==> src/rtl/data_stack.sv <==
// -----------------------------------------------------------------------------
// data_stack
//
// Data stack of the stack processor. It sits directly after the control
// decoder and holds a LIFO of WIDTH-bit words. The top two entries are kept in
// dedicated registers (top, next) so the ALU, memory and branch logic see them
// with no array read in the path. Entries at depth 3..DEPTH live in an
// internal array that is indexed by absolute position from the bottom of the
// stack.
//
// Ports
//   clk           in   rising-edge clock
//   reset         in   synchronous, active-high; empties the stack, clears flags
//   en            in   operation enable; 0 freezes all state, including flags
//   stackOP       in   0 hold, 1 push, 2 pop2-push1, 3 pop, 4 pop2, 5 swap,
//                      6/7 hold
//   stackControl  in   push source: 0 imm sign-extended, 1 lui, 2 memData,
//                      3 aluResult, 4 inData, 5..7 zero
//   imm           in   instruction immediate bits [11:0]
//   aluResult     in   ALU output
//   memData       in   data-memory read data
//   inData        in   input-port value
//   top           out  entry at depth 1 (0 when the stack is empty)
//   next          out  entry at depth 2 (0 when fewer than two entries)
//   count         out  number of entries currently on the stack
//   underflow     out  sticky; an op needed more entries than were present
//   overflow      out  sticky; a push was issued while the stack was full
//
// Handshake: there is no valid/ready pair. An operation is presented on
// stackOP/stackControl/sources while en=1 and is applied on that rising edge;
// its result is visible on top/next/count/flags right after the edge. An op
// whose entry requirement is not met leaves the stack untouched and only
// raises the matching sticky flag.
// -----------------------------------------------------------------------------
module data_stack #(
    parameter int WIDTH = 16,
    parameter int DEPTH = 16
) (
    input  logic                         clk,
    input  logic                         reset,
    input  logic                         en,
    input  logic [2:0]                   stackOP,
    input  logic [2:0]                   stackControl,
    input  logic [11:0]                  imm,
    input  logic [WIDTH-1:0]             aluResult,
    input  logic [WIDTH-1:0]             memData,
    input  logic [WIDTH-1:0]             inData,
    output logic [WIDTH-1:0]             top,
    output logic [WIDTH-1:0]             next,
    output logic [$clog2(DEPTH+1)-1:0]   count,
    output logic                         underflow,
    output logic                         overflow
);

    // -------------------------------------------------------------------------
    // Local parameters
    // -------------------------------------------------------------------------
    localparam int CW = $clog2(DEPTH + 1);

    // The deep array holds positions 0..DEPTH-3. Keep at least one word so a
    // DEPTH=2 build still elaborates; in that case it is never written.
    localparam int DEEP_N = (DEPTH > 2) ? (DEPTH - 2) : 1;
    localparam int AW     = (DEEP_N > 1) ? $clog2(DEEP_N) : 1;

    localparam logic [CW-1:0] DEPTH_C = CW'(DEPTH);
    localparam logic [CW-1:0] ONE_C   = CW'(1);
    localparam logic [CW-1:0] TWO_C   = CW'(2);
    localparam logic [CW-1:0] THREE_C = CW'(3);
    localparam logic [CW-1:0] FOUR_C  = CW'(4);

    // Operation codes from the decoder.
    localparam logic [2:0] OP_HOLD   = 3'd0;
    localparam logic [2:0] OP_PUSH   = 3'd1;
    localparam logic [2:0] OP_BINARY = 3'd2;
    localparam logic [2:0] OP_POP    = 3'd3;
    localparam logic [2:0] OP_POP2   = 3'd4;
    localparam logic [2:0] OP_SWAP   = 3'd5;

    // Push-source codes.
    localparam logic [2:0] SRC_IMM = 3'd0;
    localparam logic [2:0] SRC_LUI = 3'd1;
    localparam logic [2:0] SRC_MEM = 3'd2;
    localparam logic [2:0] SRC_ALU = 3'd3;
    localparam logic [2:0] SRC_IN  = 3'd4;

    // -------------------------------------------------------------------------
    // State
    // -------------------------------------------------------------------------
    logic [WIDTH-1:0] top_q;
    logic [WIDTH-1:0] next_q;
    logic [CW-1:0]    count_q;
    logic             underflow_q;
    logic             overflow_q;
    logic [WIDTH-1:0] deep [DEEP_N];

    // -------------------------------------------------------------------------
    // Next-state signals
    // -------------------------------------------------------------------------
    logic [WIDTH-1:0] src;
    logic [WIDTH-1:0] top_d;
    logic [WIDTH-1:0] next_d;
    logic [CW-1:0]    count_d;
    logic             underflow_set;
    logic             overflow_set;
    logic             deep_we;
    logic [AW-1:0]    deep_waddr;
    logic [WIDTH-1:0] deep_wdata;

    // Deep reads: the entry that moves up into `next` (depth 3) and, for pop2,
    // the one below it (depth 4). Positions count-3 and count-4 from bottom.
    logic [AW-1:0]    rd_idx3;
    logic [AW-1:0]    rd_idx4;
    logic [WIDTH-1:0] depth3;
    logic [WIDTH-1:0] depth4;

    // -------------------------------------------------------------------------
    // Push-source mux
    // -------------------------------------------------------------------------
    always_comb begin
        src = '0;
        case (stackControl)
            SRC_IMM: src = {{(WIDTH-12){imm[11]}}, imm};
            SRC_LUI: src = {imm[7:0], {(WIDTH-8){1'b0}}};
            SRC_MEM: src = memData;
            SRC_ALU: src = aluResult;
            SRC_IN:  src = inData;
            default: src = '0;
        endcase
    end

    // -------------------------------------------------------------------------
    // Deep-array read ports
    // -------------------------------------------------------------------------
    // A slot that is emptied is loaded with zero instead of stale array
    // contents, which keeps top/next at 0 whenever count is too small and lets
    // the outputs come straight from registers.
    always_comb begin
        rd_idx3 = AW'(count_q - THREE_C);
        rd_idx4 = AW'(count_q - FOUR_C);
        depth3  = (count_q >= THREE_C) ? deep[rd_idx3] : '0;
        depth4  = (count_q >= FOUR_C)  ? deep[rd_idx4] : '0;
    end

    // -------------------------------------------------------------------------
    // Operation decode
    // -------------------------------------------------------------------------
    // Every value below comes from pre-edge state (top_q/next_q/deep) plus the
    // source mux, so an aluResult that itself depends on top/next (dup, over,
    // add) is consumed correctly in the same cycle.
    always_comb begin
        top_d         = top_q;
        next_d        = next_q;
        count_d       = count_q;
        underflow_set = 1'b0;
        overflow_set  = 1'b0;
        deep_we       = 1'b0;
        deep_waddr    = AW'(count_q - TWO_C);
        deep_wdata    = next_q;

        if (en) begin
            case (stackOP)
                OP_PUSH: begin
                    if (count_q == DEPTH_C) begin
                        overflow_set = 1'b1;
                    end else begin
                        top_d   = src;
                        next_d  = top_q;
                        count_d = count_q + ONE_C;
                        // Old next sinks into the array only if it was real.
                        deep_we = (count_q >= TWO_C);
                    end
                end

                OP_BINARY: begin
                    if (count_q < TWO_C) begin
                        underflow_set = 1'b1;
                    end else begin
                        top_d   = src;
                        next_d  = depth3;
                        count_d = count_q - ONE_C;
                    end
                end

                OP_POP: begin
                    if (count_q < ONE_C) begin
                        underflow_set = 1'b1;
                    end else begin
                        top_d   = next_q;
                        next_d  = depth3;
                        count_d = count_q - ONE_C;
                    end
                end

                OP_POP2: begin
                    if (count_q < TWO_C) begin
                        underflow_set = 1'b1;
                    end else begin
                        top_d   = depth3;
                        next_d  = depth4;
                        count_d = count_q - TWO_C;
                    end
                end

                OP_SWAP: begin
                    if (count_q < TWO_C) begin
                        underflow_set = 1'b1;
                    end else begin
                        top_d  = next_q;
                        next_d = top_q;
                    end
                end

                default: begin
                    // OP_HOLD and the unused codes 6/7: no change, no flag.
                end
            endcase
        end
    end

    // -------------------------------------------------------------------------
    // Visible registers and flags
    // -------------------------------------------------------------------------
    always_ff @(posedge clk) begin
        if (reset) begin
            top_q       <= '0;
            next_q      <= '0;
            count_q     <= '0;
            underflow_q <= 1'b0;
            overflow_q  <= 1'b0;
        end else begin
            top_q       <= top_d;
            next_q      <= next_d;
            count_q     <= count_d;
            underflow_q <= underflow_q | underflow_set;
            overflow_q  <= overflow_q  | overflow_set;
        end
    end

    // -------------------------------------------------------------------------
    // Deep storage
    // -------------------------------------------------------------------------
    // Not reset and never cleared on pop: count alone decides which words are
    // live, and popped words below the visible pair stay intact for later pops.
    always_ff @(posedge clk) begin
        if (!reset && deep_we) begin
            deep[deep_waddr] <= deep_wdata;
        end
    end

    // -------------------------------------------------------------------------
    // Outputs
    // -------------------------------------------------------------------------
    assign top       = top_q;
    assign next      = next_q;
    assign count     = count_q;
    assign underflow = underflow_q;
    assign overflow  = overflow_q;

endmodule

==> config.mk <==
export PLATFORM = sky130hd
export DESIGN_NAME = data_stack
export DESIGN_NICKNAME = d
export VERILOG_FILES = /design/src/rtl/data_stack.sv
export SDC_FILE = /design/constraint.sdc
export NUM_CORES = 1
export LEC_CHECK = 0
export BUFFER_PORTS_ARGS = -buffer_cell sky130_fd_sc_hd__buf_2
export CORE_MARGIN = 1
export CORE_UTILIZATION = 35
export DETAILED_ROUTE_END_ITERATION = 16
export GPL_ROUTABILITY_DRIVEN = 0
export PLACE_DENSITY = 0.57
export SLEW_MARGIN = 10
export SYNTH_ARGS = -nofsm -noshare
export SYNTH_HDL_FRONTEND = slang
export SYNTH_SLANG_ARGS = --single-unit
export TNS_END_PERCENT = 10
==> constraint.sdc <==
create_clock -name clk -period 9.6 [get_ports clk]
set_input_delay 0.96 -clock clk [delete_from_list [all_inputs] [get_ports clk]]
set_output_delay 0.96 -clock clk [all_outputs]
set_load 0.01 [all_outputs]
# Yosys cells after proc, flatten, opt, wreduce, memory -nomap -nowiden
# Memory sizes are Yosys's and may differ from the RTL's.
# Cells that the tools add are included.
[totals]
register_bits = 39
ram_bits = 224
n_memories = 1
[classes]
add_sub_neg = 5
n_lt_le_gt_ge = 5
eq_ne = 15
muxes = 31
bitwise_logic = 2
reduce_logical = 8
[memory_table]
columns = ["memory", "depth", "width", "read_ports", "rd_clocked_by_memory_dff", "write_ports", "line_no", "source"]
rows = [
  ["deep", 14, 16, 2, 0, 1, "94", "logic [WIDTH-1:0] deep [DEEP_N];"],
]
[op_table]
columns = ["op", "n"]
rows = [
  ["16-bit one-hot mux with 5 select lines", 3],
  ["16-bit 2-to-1 mux", 11],
  ["5-bit 2-to-1 mux", 4],
  ["5-bit one-hot mux with 4 select lines", 1],
  ["3-bit by 2-bit equality test with 1-bit output, second input constant", 4],
  ["1-bit 2-to-1 mux", 11],
  ["5-bit by 2-bit >= comparator with 1-bit output, second input constant", 2],
  ["2-bit inequality test, second input constant", 5],
  ["3-bit equality test, second input constant", 3],
  ["7-bit AND reduction", 1],
  ["3-bit by 1-bit equality test with 1-bit output, second input constant", 2],
  ["6-bit AND reduction", 1],
  ["5-bit by 1-bit adder with 5-bit output, second input constant", 1],
  ["5-bit equality test, second input constant", 1],
  ["5-bit by 3-bit >= comparator with 1-bit output, second input constant", 1],
  ["5-bit by 1-bit < comparator with 1-bit output, second input constant", 1],
  ["5-bit by 2-bit < comparator with 1-bit output, second input constant", 1],
  ["5-bit nonzero test", 1],
  ["5-bit by 1-bit subtractor with 5-bit output, second input constant", 1],
  ["5-bit by 2-bit subtractor with 5-bit output, second input constant", 1],
  ["4-bit nonzero test", 1],
  ["4-bit by 2-bit subtractor with 4-bit output, second input constant", 1],
  ["4-bit by 3-bit subtractor with 4-bit output, second input constant", 1],
  ["3-bit logical NOT", 1],
  ["other kinds (5)", 6],
]

# Longest topological paths before layout
[depth]
word_depth = 7
mapped_depth = 13
ltp_nobuf = 7

# Worst setup path after synthesis
# Ideal clock, no wire load.
[synth_path]
path_type = "register to register"
startpoint = "register count_q[1] (netlist: count[1])"
endpoint = "memory deep[13][0] (enable)"
arrival_ns = 3.424
required_time_ns = 9.191
path_slack_ns = 5.767
path_stages_with_launch = 11
period_less_slack_ns = 3.833
cell_sequence = "dfxtp_1 buf_2 buf_4 clkinv_1 buf_2 ha_1 nor3b_2 a211oi_1 and3_1 nand2_1 nor3_1"
[synth_via]
elab_chain_cells = 7
elab_cells_between_ends = 9
[synth_lines]
columns = ["element", "line_no", "source"]
rows = [
  ["start: declaration", "91", "logic [CW-1:0] count_q;"],
  ["start signal: assignment", "233", "count_q <= count_d;"],
  ["5-bit by 2-bit >= comparator with 1-bit output or 5-bit equality test (tied branches)", "170, 163", ""],
  ["1-bit 2-to-1 mux", "163", "if (count_q == DEPTH_C) begin"],
  ["1-bit 2-to-1 mux", "161", "case (stackOP)"],
  ["1-bit 2-to-1 mux", "160", "if (en) begin"],
  ["1-bit logical AND", "245", "if (!reset && deep_we) begin"],
  ["1-bit 2-to-1 mux", "245", ""],
  ["1-bit 2-to-1 mux (implied by the code)", "246", "deep[deep_waddr] <= deep_wdata;"],
  ["end: declaration", "94", ""],
]
# Parallel ways exist; a longest one is shown, timed or not.

# Final worst setup path
[layout_path]
startpoint = "register count_q[1] (netlist: count[1])"
endpoint = "memory deep[13][13] (enable)"
# Same word-level chain as after synthesis.

==> summary.md <==
| Metric | Value |
|---|---|
| Root buf cell | clkbuf_16 |
| Total GRT Usage | 19.4% |
| Setup TNS | 0 ns |
| Fillers | 3563 |
| Dpl cell area | 14700 µm² |
| IO buf count | 107 |
| Area of all sequential standard cells | 7510 µm² |
| Minimum clock period | 4.01 ns |
| Most frequent cells in the layout | 224 x edfxtp_1, 107 x buf_2, 84 x mux2i_1 |
| Period utilisation layout | 41.8% |
| CP max-delay cell | clkinv_1 |
| Sw frac | 24.3% |
| Post-Synthesis Cells | 986 |
| Capture point of the worst reg-to-reg path | deep[13][13] |
| FF-to-FF Start | count[1] |
| PostCTS Resize Cnt | 0 |
| Synth area leaders | edfxtp_1 49%, mux4_2 9.3%, mux2i_1 6.1% |
| DRC errors left | 0 |
| Die area | 40300 µm² |
| Largest net degree at the start of global routing | 80 |
| Die Y | 201 µm |
| I/O pin count | 108 |
| Crit-path cells | clkinv_1, ha_1, nor3b_2, a211oi_1, and3_1, nand2_1, nor3_2, buf_4 |
| Synth warn | 0 |
| Startpoint types | flip-flop |
| Sw Pwr | 0.000645 W |
| Ys async rst share | 0% |
| Clock-pin slew on the worst setup and hold paths | 0.07 ns |
| Worst min path class | reg -> reg |
| RSZ-0062 raised after global routing | false |
| Mean routed wirelength per cell | 24.7 µm |
| Clk buf depth | 3 |
| Met3 GRT Util | 3.78% |
| Pwr dens | 169 nW/µm² |
| Area share of the leading cell type in the synthesized netlist | 48.6% |
| Synthesized Nets | 1069 |
| DRT iter0 DRCs | 789 |
| Worst Hold Launch | underflow |
| Crit path DAT | 4.26 ns |
| First-pass GRT wire length | 58.6 mm |
| Area of the multi-input gates | 5840 µm² |
| Layout cells sized above 1 | 24.7% |
| Vias in the first global route | 9122 |
| Met2 usage | 31.6% |
| Initial antenna violation count | 0 |
| Router iterations before antenna repair | 5 |
| Worst-path fanout max | 17 |
| Max IR drop VDD | 93.4 µV |
| Worst Setup SP | count[1] |
| Status | finished clean |
| Worst Tran Pin Value | 1.19 ns |
| Max Freq | 0.249 GHz |
| Finished Cell Area | 15700 µm² |
| Total number of vias | 9390 |
| Final Hold Viols | 0 |
| Syn_area_per_cell | 14.0 µm² |
| Reg power frac | 48.4% |
| Max-capacitance violation count | 0 |
| Yosys cell types | 68 |
| R2R depth | 8 |
| Post-DP HPWL | 24.6 mm |
| Final slew viol count | 0 |
| Leak | 5.26 nW |
| Setup slack, reg-to-reg | 5.59 ns |
| Area Overhead vs Synth | 13.3% |
| CP endpoint kind | flip-flop |
| Total Routed Length | 39.6 mm |
| Internal Power | 0.00201 W |
| Mapped Area | 13800 µm² |
| Htree depth | 1 |
| #FFs+latches synth | 263 |
| ANT nets after route | 0 |
| Combinational share of power | 10.0% |
| # hold bufs at CTS | 0 |
| Via density | 5.87 |
| Fin nets | 1145 |
| Initial core utilization | 35.6% |
| Max_slew headroom | 20.3% |
| EDFF count, synth | 224 |
| Met1 Use GR | 26.0% |
| Row count | 72 |
| Setup CP Type | reg -> reg |
| Antenna Cells | 0 |
| CTS Sinks | 263 |
| Final setup viols | 0 |
| Postcts setup bufs | 0 |
| WP data required | 9.85 ns |
| Worst setup path end | deep[13][13] |
| GRT overflow | 0 |
| TritonCTS clock tree | done |
| Yosys top cell by area | edfxtp_1 |
| Most common cell after layout, fill and taps aside | edfxtp_1 |
| Clk_lat worst skew | 0.56 ns |
| CP peak stage delay | 0.78 ns |
| Total CTS buffers | 27 |
| Die W | 201 µm |
| Clock skew | 0.0108 ns |
| Most used routing layer | met2 |
| Most used flip-flop cell after synthesis | edfxtp_1 |
| Placeable Area | 38800 µm² |
| Clock share of power | 41.6% |
| Sequential area share after synthesis | 54.3% |
## worst min path at each step
| stage | cells after the start | slack, ns | to |
|---|---|---|---|
| after floorplan | 2 | 0.50 | overflow |
| after global placement | 2 | 0.48 | underflow |
| after CTS | 2 | 0.47 | underflow |
| final | 2 | 0.48 | underflow |
| after global routing | 2 | 0.52 | underflow |
| after detailed placement | 2 | 0.46 | underflow |
## area by class of cell
cell class                 count  area share (%)
clock inverter                21            1.52
tap                          518            4.13
clock buffer                  29            4.42
timing repair buffer         123            4.18
sequential                   263            47.9
multi-input combinational    624            37.3
inverter                      23           0.551
## critical path: cells and delay by family (launching register included)
kind / cells / cell delay [ns]
compound gates: 1 / 0.22
buf+inv: 2 / 1.13
flops: 1 / 0.33
fa+ha+maj: 1 / 0.63
simple gates: 4 / 1.36
## per-stage QoR
step                      hold slack (ns)  worst slack (ns)  total power (W)  instances  utilization (%)
after floorplan                     0.505              5.77          0.00149        986                -
after global placement              0.477              5.53          0.00157       1551             37.9
after detailed placement            0.457              5.47          0.00157       1551             38.0
after CTS                           0.472              5.44          0.00267       1601             40.4
after global routing                0.515              5.28          0.00273       1601             40.4
final                               0.476              5.59          0.00265       1601             40.4
## Yosys cell counts (2+ instances only)
master     instances
nor3b_1            5
and3_1             6
nand2b_1          10
o22ai_1           31
a311oi_1           2
buf_4             15
a31oi_1            4
nand3_1            7
edfxtp_1         224
and3b_1            3
nand2_1           27
mux4_2            57
a221oi_1          16
nor3_1             4
o32ai_1            2
a2111oi_0          2
o21ai_0           33
o31ai_1           31
buf_2             22
inv_1             22
mux4_1            20
dfxtp_1           39
nor2b_1           10
a31oi_4            2
a32oi_1            3
buf_1              3
a211oi_1          54
o2111a_1          14
xnor2_1            5
mux2i_1           84
a22oi_1            3
a21oi_2            2
buf_12             3
o21ai_1            3
mux2_2             5
nor2_2             2
a21o_1             4
clkbuf_1          24
a21boi_0          30
a21boi_1           7
or3_1              3
ha_1              14
a21oi_1           29
nor2_1            68
buf_6              9
## metal layers
metal | up-vias | share of wire, %
met1 | 4738 | 43
met5 | - | 0
met2 | 411 | 47
met4 | 0 | 2.7
met3 | 77 | 6.8
li1 | 4164 | -
## sequential cells by signal, indices dropped and copies added (netlist names)
name,flops
count,5
next,16
top,16
underflow,1
deep,224
overflow,1
## power by group through the flow
stage	logic (W)	registers (W)	clock network, W
final	0.000265	0.00128	0.00110
after floorplan	0.000187	0.00130	0
after detailed placement	0.000265	0.00131	0
after CTS	0.000266	0.00128	0.00112
after global routing	0.000286	0.00129	0.00116
after global placement	0.000262	0.00131	0
## kinds of logic (layout without fill, tap and decap cells)
| group | after synthesis | count (layout) | synth area share [%] |
|---|---|---|---|
| multiplexers | 166 | 166 | 19.6 |
| AND/OR/NAND/NOR | 156 | 156 | 5.59 |
| adder cells (fa/ha/maj) | 14 | 14 | 1.27 |
| buffers and inverters | 99 | 196 | 4.13 |
| XOR/XNOR | 6 | 6 | 0.380 |
| flip-flops | 263 | 263 | 54.3 |
| AO/OA/AOI/OAI | 282 | 282 | 14.8 |
Power figures use the tool's default switching activity.
